$ cat src/rtl/uart_alu_pkg.sv
// rtl/uart_alu_pkg.sv - opcode and FSM state encodings shared by the uart_alu command path
package uart_alu_pkg;

  localparam logic [5:0] OP_ADD = 6'h20;
  localparam logic [5:0] OP_SUB = 6'h22;
  localparam logic [5:0] OP_AND = 6'h24;
  localparam logic [5:0] OP_OR  = 6'h25;
  localparam logic [5:0] OP_XOR = 6'h26;
  localparam logic [5:0] OP_NOR = 6'h27;
  localparam logic [5:0] OP_SRA = 6'h03;
  localparam logic [5:0] OP_SRL = 6'h02;

  typedef enum logic [2:0] {
    ST_WAIT_A  = 3'd0,
    ST_WAIT_B  = 3'd1,
    ST_WAIT_OP = 3'd2,
    ST_SEND    = 3'd3,
    ST_WAIT_TX = 3'd4
  } state_e;

endpackage

$ cat src/rtl/alu_core.sv
// rtl/alu_core.sv - combinational ALU; unknown opcodes give zero and raise invalid_o
module alu_core
  import uart_alu_pkg::*;
#(
  parameter int NB_DATA = 8,
  parameter int NB_OP   = 6
) (
  input  logic [NB_DATA-1:0] a_i,
  input  logic [NB_DATA-1:0] b_i,
  input  logic [NB_OP-1:0]   op_i,
  output logic [NB_DATA-1:0] result_o,
  output logic               invalid_o
);

  logic [5:0] op6;
  assign op6 = 6'(op_i);

  always_comb begin
    result_o  = '0;
    invalid_o = 1'b0;
    case (op6)
      OP_ADD:  result_o = a_i + b_i;
      OP_SUB:  result_o = a_i - b_i;
      OP_AND:  result_o = a_i & b_i;
      OP_OR:   result_o = a_i | b_i;
      OP_XOR:  result_o = a_i ^ b_i;
      OP_NOR:  result_o = ~(a_i | b_i);
      // Shift distance uses only the low three bits of B.
      OP_SRA:  result_o = $signed(a_i) >>> b_i[2:0];
      OP_SRL:  result_o = a_i >> b_i[2:0];
      default: invalid_o = 1'b1;
    endcase
  end

endmodule

$ cat src/rtl/uart_alu_cmd.sv
// rtl/uart_alu_cmd.sv - collects A, B, opcode bytes from uart_rx and sends the ALU result to uart_tx
// Optional inter-byte timeout is built when UART_ALU_TIMEOUT_EN is defined.
module uart_alu_cmd
  import uart_alu_pkg::*;
#(
  parameter int NB_DATA        = 8,
  parameter int NB_OP          = 6,
  parameter int TIMEOUT_CYCLES = 50_000_000
) (
  input  logic               i_clk,
  input  logic               i_reset,
  input  logic [NB_DATA-1:0] i_rx_data,
  input  logic               i_rx_done,
  input  logic               i_tx_done,
  output logic [NB_DATA-1:0] o_tx_data,
  output logic               o_tx_start,
  output logic               o_err_op,
  output logic               o_err_ovr,
  output logic               o_busy
);

  state_e             state_q;
  logic [NB_DATA-1:0] a_q, b_q, result_q;
  logic               tx_start_q, err_op_q, err_ovr_q, busy_q;
  logic [NB_DATA-1:0] alu_result_d;
  logic               alu_invalid_d;

`ifdef UART_ALU_TIMEOUT_EN
  localparam int CW = $clog2(TIMEOUT_CYCLES + 1);
  localparam logic [CW-1:0] TO_LAST = CW'(TIMEOUT_CYCLES - 1);
  logic [CW-1:0] cnt_q;
`endif

  alu_core #(.NB_DATA(NB_DATA), .NB_OP(NB_OP)) u_alu (
    .a_i      (a_q),
    .b_i      (b_q),
    .op_i     (i_rx_data[NB_OP-1:0]),
    .result_o (alu_result_d),
    .invalid_o(alu_invalid_d)
  );

  always_ff @(posedge i_clk or negedge i_reset) begin
    if (!i_reset) begin
      state_q    <= ST_WAIT_A;
      a_q        <= '0;
      b_q        <= '0;
      result_q   <= '0;
      tx_start_q <= 1'b0;
      err_op_q   <= 1'b0;
      err_ovr_q  <= 1'b0;
      busy_q     <= 1'b0;
`ifdef UART_ALU_TIMEOUT_EN
      cnt_q      <= '0;
`endif
    end else begin
      tx_start_q <= 1'b0;
      case (state_q)
        ST_WAIT_A: if (i_rx_done) begin
          a_q     <= i_rx_data;
          state_q <= ST_WAIT_B;
        end
        ST_WAIT_B: if (i_rx_done) begin
          b_q     <= i_rx_data;
          state_q <= ST_WAIT_OP;
        end
        ST_WAIT_OP: if (i_rx_done) begin
          result_q   <= alu_result_d;
          err_op_q   <= err_op_q | alu_invalid_d;
          tx_start_q <= 1'b1;
          busy_q     <= 1'b1;
          state_q    <= ST_SEND;
        end
        ST_SEND: begin
          if (i_rx_done) err_ovr_q <= 1'b1;
          state_q <= ST_WAIT_TX;
        end
        ST_WAIT_TX: begin
          if (i_rx_done) err_ovr_q <= 1'b1;
          if (i_tx_done) begin
            busy_q  <= 1'b0;
            state_q <= ST_WAIT_A;
          end
        end
        default: state_q <= ST_WAIT_A;
      endcase
`ifdef UART_ALU_TIMEOUT_EN
      // An accepted byte wins over an expiring count in the same cycle.
      if ((state_q == ST_WAIT_B || state_q == ST_WAIT_OP) && !i_rx_done) begin
        if (cnt_q == TO_LAST) begin
          cnt_q   <= '0;
          state_q <= ST_WAIT_A;
        end else begin
          cnt_q <= cnt_q + 1'b1;
        end
      end else begin
        cnt_q <= '0;
      end
`endif
    end
  end

  assign o_tx_data  = result_q;
  assign o_tx_start = tx_start_q;
  assign o_err_op   = err_op_q;
  assign o_err_ovr  = err_ovr_q;
  assign o_busy     = busy_q;

endmodule

$ cat config.mk
export PLATFORM = sky130hd
export DESIGN_NAME = uart_alu_cmd
export DESIGN_NICKNAME = d
export VERILOG_FILES = /design/src/rtl/uart_alu_pkg.sv /design/src/rtl/alu_core.sv /design/src/rtl/uart_alu_cmd.sv
export SDC_FILE = /design/constraint.sdc
export NUM_CORES = 1
export LEC_CHECK = 0
export CORE_MARGIN = 1.5
export CORE_UTILIZATION = 30
export CTS_BUF_LIST = sky130_fd_sc_hd__clkbuf_8
export CTS_CLUSTER_DIAMETER = 30
export DETAILED_ROUTE_END_ITERATION = 10
export GPL_TIMING_DRIVEN = 0
export HOLD_SLACK_MARGIN = 0.05
export PLACE_DENSITY_LB_ADDON = 0.12
export RECOVER_POWER = 100
export SETUP_SLACK_MARGIN = 0.4
export SLEW_MARGIN = 10
export SYNTH_ARGS = -nofsm -noshare
export SYNTH_HDL_FRONTEND = slang
export SYNTH_SLANG_ARGS = --single-unit
$ cat constraint.sdc
create_clock -name i_clk -period 7.7 [get_ports i_clk]
set_clock_uncertainty 0.05 [all_clocks]
set_input_delay 1.155 -clock i_clk [delete_from_list [all_inputs] [get_ports i_clk]]
set_output_delay 1.155 -clock i_clk [all_outputs]
set_load 0.005 [all_outputs]
==> results of run 1 <==
==> critical path: stages <==
cell	delay (ps)
dlygate4sd3_1	650
or4b_1	600
nor3b_1	820
mux2i_1	280
fa_1	530
a21o_1	180
a21oi_1	180
xnor2_1	90
a221oi_1	300
o21ai_0	120
==> metal layers <==
layer,part of all wire,routed length (um),up-vias,track usage
li1,-,-,1100,-
met1,0.50,3440,1036,0.244
met2,0.45,3130,50,0.272
met3,0.043,301,7,0.0303
met4,0.0091,63,0,0.0336
met5,0,0,-,0
==> worst max-delay path by stage <==
stage | from | end | cells after the start
CTS | i_rx_data[3] | o_tx_data[5] | 11
global placement | i_rx_data[3] | o_tx_data[5] | 11
global route | i_rx_data[3] | o_tx_data[5] | 10
floorplan | i_rx_data[0] | o_tx_data[5] | 10
detailed placement | i_rx_data[3] | o_tx_data[5] | 11
finish | i_rx_data[3] | o_tx_data[4] | 10
==> flip-flops by register name (all words and copies together) (netlist names) <==
register	flops
a_q	8
b_q	8
o_busy	1
o_err_op	1
o_err_ovr	1
o_tx_data	8
o_tx_start	1
state_q	3
==> stage by stage <==
| step | util | cell area [sq um] | total power, uW | setup slack [ps] | instances |
|---|---|---|---|---|---|
| final | 0.365 | 3000 | 1260 | 2890 | 428 |
| after floorplan | - | 2540 | 885 | 4010 | 293 |
| after global placement | 0.352 | 2890 | 1090 | 3130 | 420 |
| after CTS | 0.367 | 3010 | 1280 | 3390 | 428 |
| after global routing | 0.365 | 3000 | 1410 | 2550 | 428 |
| after detailed placement | 0.352 | 2900 | 1100 | 3090 | 420 |
==> report_power, final <==
group          switching [uW]  total [uW]  internal, uW
combinational             422         787           364
clock                    69.9         175           105
sequential               71.1         303           232
total                     563        1260           701
==> cells by family (layout without fill, tap and decap cells) <==
kind of cell | count (synthesis) | count (layout) | synth area share
flops | 31 | 31 | 0.305
fa+ha+maj | 25 | 25 | 0.126
mux | 16 | 16 | 0.0881
compound gates | 79 | 79 | 0.196
simple gates | 88 | 88 | 0.171
buf+inv | 38 | 68 | 0.0586
xor+xnor | 16 | 16 | 0.0551
==> cell type report <==
cell class,count,area share
Clock buffer,6,0.0276
Tap cell,105,0.0439
Multi-Input combinational cell,224,0.537
Clock inverter,2,0.0117
Buffer,18,0.0242
Timing Repair Buffer,22,0.0714
Inverter,20,0.0251
Sequential cell,31,0.259
==> placed cells by master (no fill, tap or decap), types with 3 or more instances in the layout <==
master | netlist | final
nor3_1 | 5 | 5
clkdlybuf4s50_1 | 0 | 6
ha_1 | 24 | 24
or3_1 | 3 | 3
nor2_1 | 17 | 17
clkbuf_1 | 12 | 14
dfrtp_1 | 31 | 31
dlygate4sd3_1 | 0 | 15
inv_1 | 20 | 20
a21o_1 | 3 | 3
mux4_2 | 5 | 5
mux2i_1 | 10 | 10
a211oi_1 | 7 | 7
xnor2_1 | 14 | 14
o211ai_1 | 3 | 3
o21ai_0 | 35 | 35
a221oi_1 | 4 | 4
a31oi_1 | 3 | 3
a21oi_1 | 10 | 10
nand3_1 | 4 | 4
buf_2 | 5 | 4
nand2_1 | 38 | 38
clkbuf_8 | 0 | 6
==> summary.md, run 1 <==
| Metric | Value |
|---|---|
| Outcome | finished, violations left |
| Failing checks | max-capacitance violations, max-slew violations |
| Detailed placement HPWL | 5.28 mm |
| Max-slew headroom | -0.191 |
| Routability cong. | 0.825 |
| Synth Area per Inst | 8.68 sq um |
| Yosys reg bits | 31 |
| Gate Count Post-Synth | between 200 and 300 |
| Most common cell in the netlist | nand2_1 |
| Worst r2r dst | o_tx_data[5] |
| Vias/cell | 5.12 |
| Top cells by count, synth | 38 x nand2_1, 35 x o21ai_0, 31 x dfrtp_1 |
| Critical Path AT | 4920 ps |
| Seq/Total Area, Yosys | 0.305 |
| Reg area | 776 sq um |
| Sink Count | 31 |
| Syn_nets | 330 |
| CTS buffer count | 5 |
| Netlist cell types | 51 |
| CP Capture Type | flop |
| Detail Route Antenna Nets | 0 |
| RSZ-0062 raised after global routing | false |
| Final setup violation count | 0 |
| Crit path max fanout | 8 |
| P per Cell Area | 422 nW/um^2 |
| Post-route minimum period | about 4800 ps |
| Die span in x | 95.1 um |
| Hold path depth | 1 |
| Initial drt markers | 121 |
| Achievable frequency | 208 MHz |
| First-pass detailed-route iteration total | 4 |
| Post-CTS setup buffers | 0 |
| Hold Crit Class | reg -> reg |
| Layout cells sized above 1 | 0.0650 |
| Filler cell count | 871 |
| Clock buffer depth | 2 |
| GRT Overall Usage | 0.172 |
| Antenna violations before repair | 0 |
| Antenna cells | 0 |
| Yosys warnings | 0 |
| TNS Setup | 0 ps |
| Final hold violations | 0 |
| Per-cell routed wire length | 16.2 um |
| Hold-fix buffers at CTS | 0 |
| IO Pins | 24 |
| Initial core utilization | 0.309 |
| R2R setup slack | between 4000 and 5000 ps |
| CTS tree | yes |
| Top_reg_cell synth | dfrtp_1 |
| Critical Path Source Type | primary input |
| First-pass GRT wire length | 11.7 mm |
| PostCTS Resize Cnt | 0 |
| Final period util | 0.624 |
| Max cap viols | 2 |
| Post-synth EDFFs | 0 |
| Worst-Margin Slew | approximately 1800 ps |
| Worst-case reg-to-reg path depth | 12 |
| Largest cells by area after synthesis | dfrtp_1 31%, ha_1 12%, o21ai_0 6.9%, nand2_1 5.6%, xnor2_1 4.8% |
| CP required | 7810 ps |
| Yosys top cell by area | dfrtp_1 |
| Cell Rows | 33 |
| H-tree Lvls | 2 |
| Gr ovfl total | 0 |
| RR Startpoint | b_q[1] |
| Input/output buffers | 22 |
| Crit path kind | in -> reg |
| Via count | 2,193 |
| Clk_lat worst skew | a little under 300 ps |
| Residual DRC | 0 |
| Static Leak | around 0.0013 uW |
| Routed WL | ~7 mm |
| Core area | 8220 sq um |
| Max-slew violations | 33 |
| Top-area cell type share of the netlist area | 0.305 |
| Largest net degree at the start of global routing | 32 |
| Hold_sp | o_err_ovr |
| Max rail drop VDD | ~0.11 mV |
| Hold Path End | o_err_ovr |
| Min Hold Slack | 404 ps |
| Reg clk slew, reported paths | around 80 ps |
| Die Ht | 95.1 um |
| Total Nets Final | ~360 |
| Clk root buf | clkbuf_8 |
| Post-synth ARST share | 1.00 |
| Die ar. | 9040 sq um |
| Layout area overhead | 17.8% |
| Vias in the first global route | roughly 2,200 |
| Post-synthesis cell area | approximately 2500 sq um |
| Multi-input gate area | approximately 1600 sq um |
Power figures use the tool's default switching activity.
==> inputs of run 2 (changes only) <==
clock period = 4.2 ns   (was 7.7 ns; I/O delays follow)
==> run 2 against run 1 <==
Compared with the run above: the run still ends with max-capacitance violations, max-slew violations left; global-route usage did not move; register-to-register slack got worse by 3500 ps; critical path depth rose by 1; via count rose by 1.1%; sequential power rose by 83%; hold slack barely moved; final cell count rose by 0.93%; clock power rose by 83%; power rose by 87%; flip-flop and latch count did not move; routed wire length rose by 0.69%; largest cell class unchanged; largest power group unchanged.
==> summary.md, run 2 (synthesized netlist as in run 1, its figures left out) <==
| Metric | Value |
|---|---|
| Outcome | finished, violations left |
| Failing checks | max-capacitance violations, max-slew violations |
| Crit path kind | in -> reg |
| Detail Route Antenna Nets | 0 |
| Initial drt markers | 183 |
| Vias in the first global route | roughly 2,200 |
| Sink Count | 31 |
| P per Cell Area | about 800 nW/um^2 |
| Total Nets Final | 363 |
| Min Hold Slack | 404 ps |
| TNS Setup | 0 ps |
| P_sw | 1040 uW |
| Top routing layer used | met4 |
| Max-slew violations | 40 |
| Fin cells | 432 |
| Most common cell after layout, fill and taps aside | nand2_1 |
| CP required | roughly 4400 ps |
| Final Power | 2360 uW |
| Final setup violation count | 0 |
| Vias/cell | roughly 5 |
| Multi-input gate area | 1620 sq um |
| Clk network pwr share | 0.135 |
| Critical Path Source Type | primary input |
| Logic pwr share | 0.630 |
| Die span in x | 95.1 um |
| Clk_lat worst skew | about 300 ps |
| Routed WL | between 6 and 7 mm |
| Antenna violations before repair | 0 |
| Layout area overhead | 19.5% |
| Worst-Margin Slew | between 1500 and 2000 ps |
| Static Leak | between 0.001 and 0.0015 uW |
| Total placed cells including tap cells | 420 |
| RSZ-0062 raised after global routing | false |
| Reg area | 776 sq um |
| Clk root buf | clkbuf_8 |
| CTS tree | yes |
| M1 WL | 3.54 mm |
| Via count | 2,217 |
| Filler cell count | 865 |
| Post-route minimum period | 3800 ps |
| CP Capture Type | flop |
| Sequential Power Share | 0.235 |
| Layout cells sized above 1 | 0.0795 |
| Routed wl met2 | 3.13 mm |
| Reg clk slew, reported paths | 80 ps |
| Most frequent cells in the layout | 38 x nand2_1, 35 x o21ai_0, 31 x dfrtp_1, 24 x ha_1, 20 x inv_1 |
| Antenna cells | 0 |
| CTS buffer count | 5 |
| IO Pins | 24 |
| Final core utilization | 0.370 |
| Clock buffer depth | 2 |
| Cell Rows | 33 |
| Max rail drop VDD | between 0.2 and 0.25 mV |
| Core area | 8220 sq um |
| Die Ht | 95.1 um |
| Crit path max fanout | 6 |
| Met3 WL | 253 um |
| Routability cong. | 0.825 |
| Max-slew headroom | -0.193 |
| Die ar. | 9040 sq um |
| Final hold violations | 0 |
| GRT Overall Usage | 0.172 |
| Achievable frequency | roughly 260 MHz |
| Detailed placement HPWL | 5.28 mm |
| H-tree Lvls | 2 |
| Critical Path AT | roughly 4000 ps |
| Input/output buffers | 22 |
| Gr ovfl total | 0 |
| Final period util | 0.905 |
| Hold Crit Class | reg -> reg |
| Initial core utilization | 0.309 |
| P_int | 1320 uW |
| Largest net degree at the start of global routing | 32 |
| Max cap viols | 2 |
| Residual DRC | 0 |
| Net Sw Frac | 0.442 |
| First-pass detailed-route iteration total | 4 |
| First-pass GRT wire length | 11.7 mm |
| Per-cell routed wire length | 16.2 um |
==> run 2: through the flow <==
step	worst slack, ps	instance area (sq um)
final	397	3040
after global routing	236	3040
after CTS	417	3010
after detailed placement	113	2900
after global placement	155	2890
after floorplan	1040	2540
==> run 2: path summary, 6_finish.rpt <==
| path | startpoint | end | slack, ps | cells past startpoint |
|---|---|---|---|---|
| min in group asynchronous | i_reset | o_tx_data[0] | 760 | 1 |
| max reg2reg | b_q[1] | o_tx_data[4] | 930 | 13 |
| max | i_rx_data[0] | o_tx_data[7] | 400 | 11 |
| max in group asynchronous | i_reset | a_q[7] | 2310 | 1 |
| min | o_err_ovr | o_err_ovr | 400 | 1 |
| min reg2reg | o_err_ovr | o_err_ovr | 400 | 1 |
==> run 2: layout make-up <==
class	instances	share of cell area
repair buffers	26	0.0811
clock inverters	2	0.0115
clock buffers	6	0.0272
flip-flops and latches	31	0.255
well taps	105	0.0432
plain buffers	18	0.0239
multi-input cells	224	0.533
inverters	20	0.0247
==> run 2: repair_timing <==
| action | 4_1_cts | 5_1_grt |
|---|---|---|
| resized for setup | 0 | 3 |
| hold buffers | 0 | 0 |
| setup endpoints to repair | 0 | 5 |
| setup buffers | 0 | 4 |
==> run 2: power groups by stage <==
stage	combinational, uW	sequential, uW	clock, uW
finish	1490	555	320
floorplan	1100	525	0
global route	1710	572	342
detailed placement	1460	562	0
CTS	1470	556	328
global placement	1440	560	0
==> run 2: routing by layer <==
metal,GRT usage,vias to the layer above
met5,0,-
li1,-,1109
met1,0.244,1056
met4,0.0336,0
met2,0.272,46
met3,0.0303,6
==> run 2: worst max-delay path: stages <==
cell and delay (ps):
dlygate4sd3_1 620, or4b_1 640, nor3b_4 380, clkbuf_4 220
a21oi_1 50, xnor2_1 140, ha_1 230, or4_1 510
o22a_1 220, a211oi_1 210, nand3b_1 130
==> inputs of run 3 (changes only) <==
CELL_PAD_IN_SITES_DETAIL_PLACEMENT = 1   (was unset)
CELL_PAD_IN_SITES_GLOBAL_PLACEMENT = 1   (was unset)
==> run 3 against run 2 <==
Compared with the run above: the run still ends with max-capacitance violations, max-slew violations left; maximum frequency rose by 0.28%; design area shrank 1.3%; worst setup slack improved by 11 ps; via count up 1.0%; hold slack better by 6.4 ps.
==> summary.md, run 3 (synthesized netlist as in run 1, its figures left out) <==
| Metric | Value |
|---|---|
| Outcome | finished, violations left |
| Failing checks | max-capacitance violations, max-slew violations |
| Layout cells sized above 1 | 0.0710 |
| Static Leak | 0.00127 uW |
| Critical Path AT | 3960 ps |
| P per Cell Area | 772 nW/um^2 |
| Area after DPL | 2900 sq um |
| Residual DRC | 0 |
| Die span in x | approximately 95 um |
| CP required | 4370 ps |
| Crit path max fanout | 7 |
| Critical Path Source Type | primary input |
| P_int | 1250 uW |
| Final Power | 2320 uW |
| Vias/cell | 5.22 |
| IO Pins | 24 |
| GRT Overall Usage | 0.183 |
| Initial drt markers | 115 |
| Via count | 2,240 |
| Achievable frequency | around 260 MHz |
| Max-slew headroom | -0.213 |
| Reg clk slew, reported paths | 80 ps |
| Routability cong. | 0.798 |
| Cell family with the largest share of critical-path delay | simple AND/OR/NAND/NOR gates |
| Final period util | 0.903 |
| Max rail drop VDD | 0.206 mV |
| Sink Count | 31 |
| Clk root buf | clkbuf_8 |
| CP peak stage delay | 650 ps |
| Per-cell routed wire length | 17.6 um |
| Die ar. | 9040 sq um |
| Most frequent cells in the layout | 38 x nand2_1, 35 x o21ai_0, 31 x dfrtp_1, 24 x ha_1, 20 x inv_1 |
| Max cap viols | 1 |
| TNS Setup | 0 ps |
| H-tree Lvls | 2 |
| Hold Crit Class | reg -> reg |
| Detailed placement HPWL | 5.79 mm |
| Total Nets Final | 360 |
| Clk_lat worst skew | 300 ps |
| Worst-Margin Slew | 1820 ps |
| P_sw | approximately 1100 uW |
| Largest net degree at the start of global routing | 32 |
| Clk network pwr share | 0.121 |
| Cell Chain, Critical Path | dlygate4sd3_1 > or4b_1 > nor3b_4 > buf_4 > nor2_1 > xnor2_1 > ha_1 > o21a_1 > o31a_1 > nor3_1 > or4_1 > a31oi_1 |
| Post-place setup slack | between 70 and 80 ps |
| CTS tree | yes |
| CTS buffer count | 5 |
| Layout area overhead | 18.0% |
| Fin cells | around 430 |
| Final instance area | 3000 sq um |
| CP Capture Type | flop |
| Max-slew violations | 32 |
| Detail Route Antenna Nets | 0 |
| Initial core utilization | 0.309 |
| Cell Rows | 33 |
| RSZ-0062 raised after global routing | false |
| Net Sw Frac | 0.462 |
| Routed WL | 7.56 mm |
| Vias in the first global route | 2,223 |
| Sequential Power Share | 0.240 |
| Total placed cells including tap cells | between 400 and 500 |
| Core area | 8220 sq um |
| First-pass GRT wire length | 12.2 mm |
| Clock buffer depth | 2 |
| Post-route minimum period | 3790 ps |
| Antenna cells | 0 |
| Logic pwr share | 0.638 |
| Most common cell after layout, fill and taps aside | nand2_1 |
| Crit path kind | in -> reg |
| First-pass detailed-route iteration total | 4 |
| Gr ovfl total | 0 |
| Final hold violations | 0 |
| Input/output buffers | 22 |
| WP buf/inv | 2 |
| Antenna violations before repair | 0 |
| Die Ht | 95.1 um |
| Final setup violation count | 0 |
| Final WS setup | 408 ps |
| Slowest CP cell | dlygate4sd3_1 |
## run 3: changes by cell type in the layout (fill, tap and decap cells not counted)
cell             previous run  this run
clkinv_2                    1         0
clkbuf_4                    1         0
buf_4                       3         1
clkbuf_8                    6         7
bufinv_16                   1         0
clkinvlp_4                  0         1
clkdlybuf4s50_1             6         7
dlymetal6s2s_1              1         0
## run 3: path summary, 6_finish.rpt
kind	start	to	slack (ps)	depth (start not counted)
min in group asynchronous	i_reset	o_tx_data[0]	770	1
max	i_rx_data[3]	o_tx_data[5]	410	12
min	o_err_ovr	o_err_ovr	410	1
min reg2reg	o_err_ovr	o_err_ovr	410	1
max in group asynchronous	i_reset	b_q[5]	2280	1
max reg2reg	b_q[1]	o_tx_data[5]	850	12
## run 3: final cells by class
class | count | area (sq um)
Fill cell | 994 | 5220
Multi-Input combinational cell | 224 | 1620
Sequential cell | 31 | 776
Timing Repair Buffer | 23 | 221
Tap cell | 105 | 131
Clock buffer | 7 | 96.3
Inverter | 20 | 75.1
Buffer | 18 | 72.6
Clock inverter | 1 | 7.51
## run 3: power by group through the flow
| stage | logic, uW | clock network (uW) | registers (uW) |
|---|---|---|---|
| 3_5_place_dp | 1500 | 0 | 565 |
| 3_3_place_gp | 1450 | 0 | 562 |
| 4_1_cts | 1510 | 292 | 560 |
| 5_1_grt | 1680 | 304 | 580 |
| 6_report | 1480 | 281 | 557 |
| 2_1_floorplan | 1100 | 0 | 525 |
## run 3: repair_timing
item | 4_1_cts | 5_1_grt
resized for setup | 1 | 1
pin swaps | 0 | 1
endpoints found under the setup margin | 1 | 2
setup buffers | 0 | 1
hold buffers | 0 | 0
## run 3: per-layer routing
layer / up-vias / part of all wire / wire, um / global-route usage
met3: 5 / 0.028 / 210 / 0.0311
met4: 0 / 0.010 / 76 / 0.0448
met5: - / 0 / 0 / 0
met1: 1100 / 0.49 / 3700 / 0.256
li1: 1107 / - / - / -
met2: 28 / 0.47 / 3560 / 0.290
## run 3: metrics by stage
stage	hold slack (ps)	util
6_report	411	0.365
5_1_grt	422	0.365
4_1_cts	390	0.366
3_5_place_dp	397	0.352
3_3_place_gp	389	0.352
2_1_floorplan	284	-
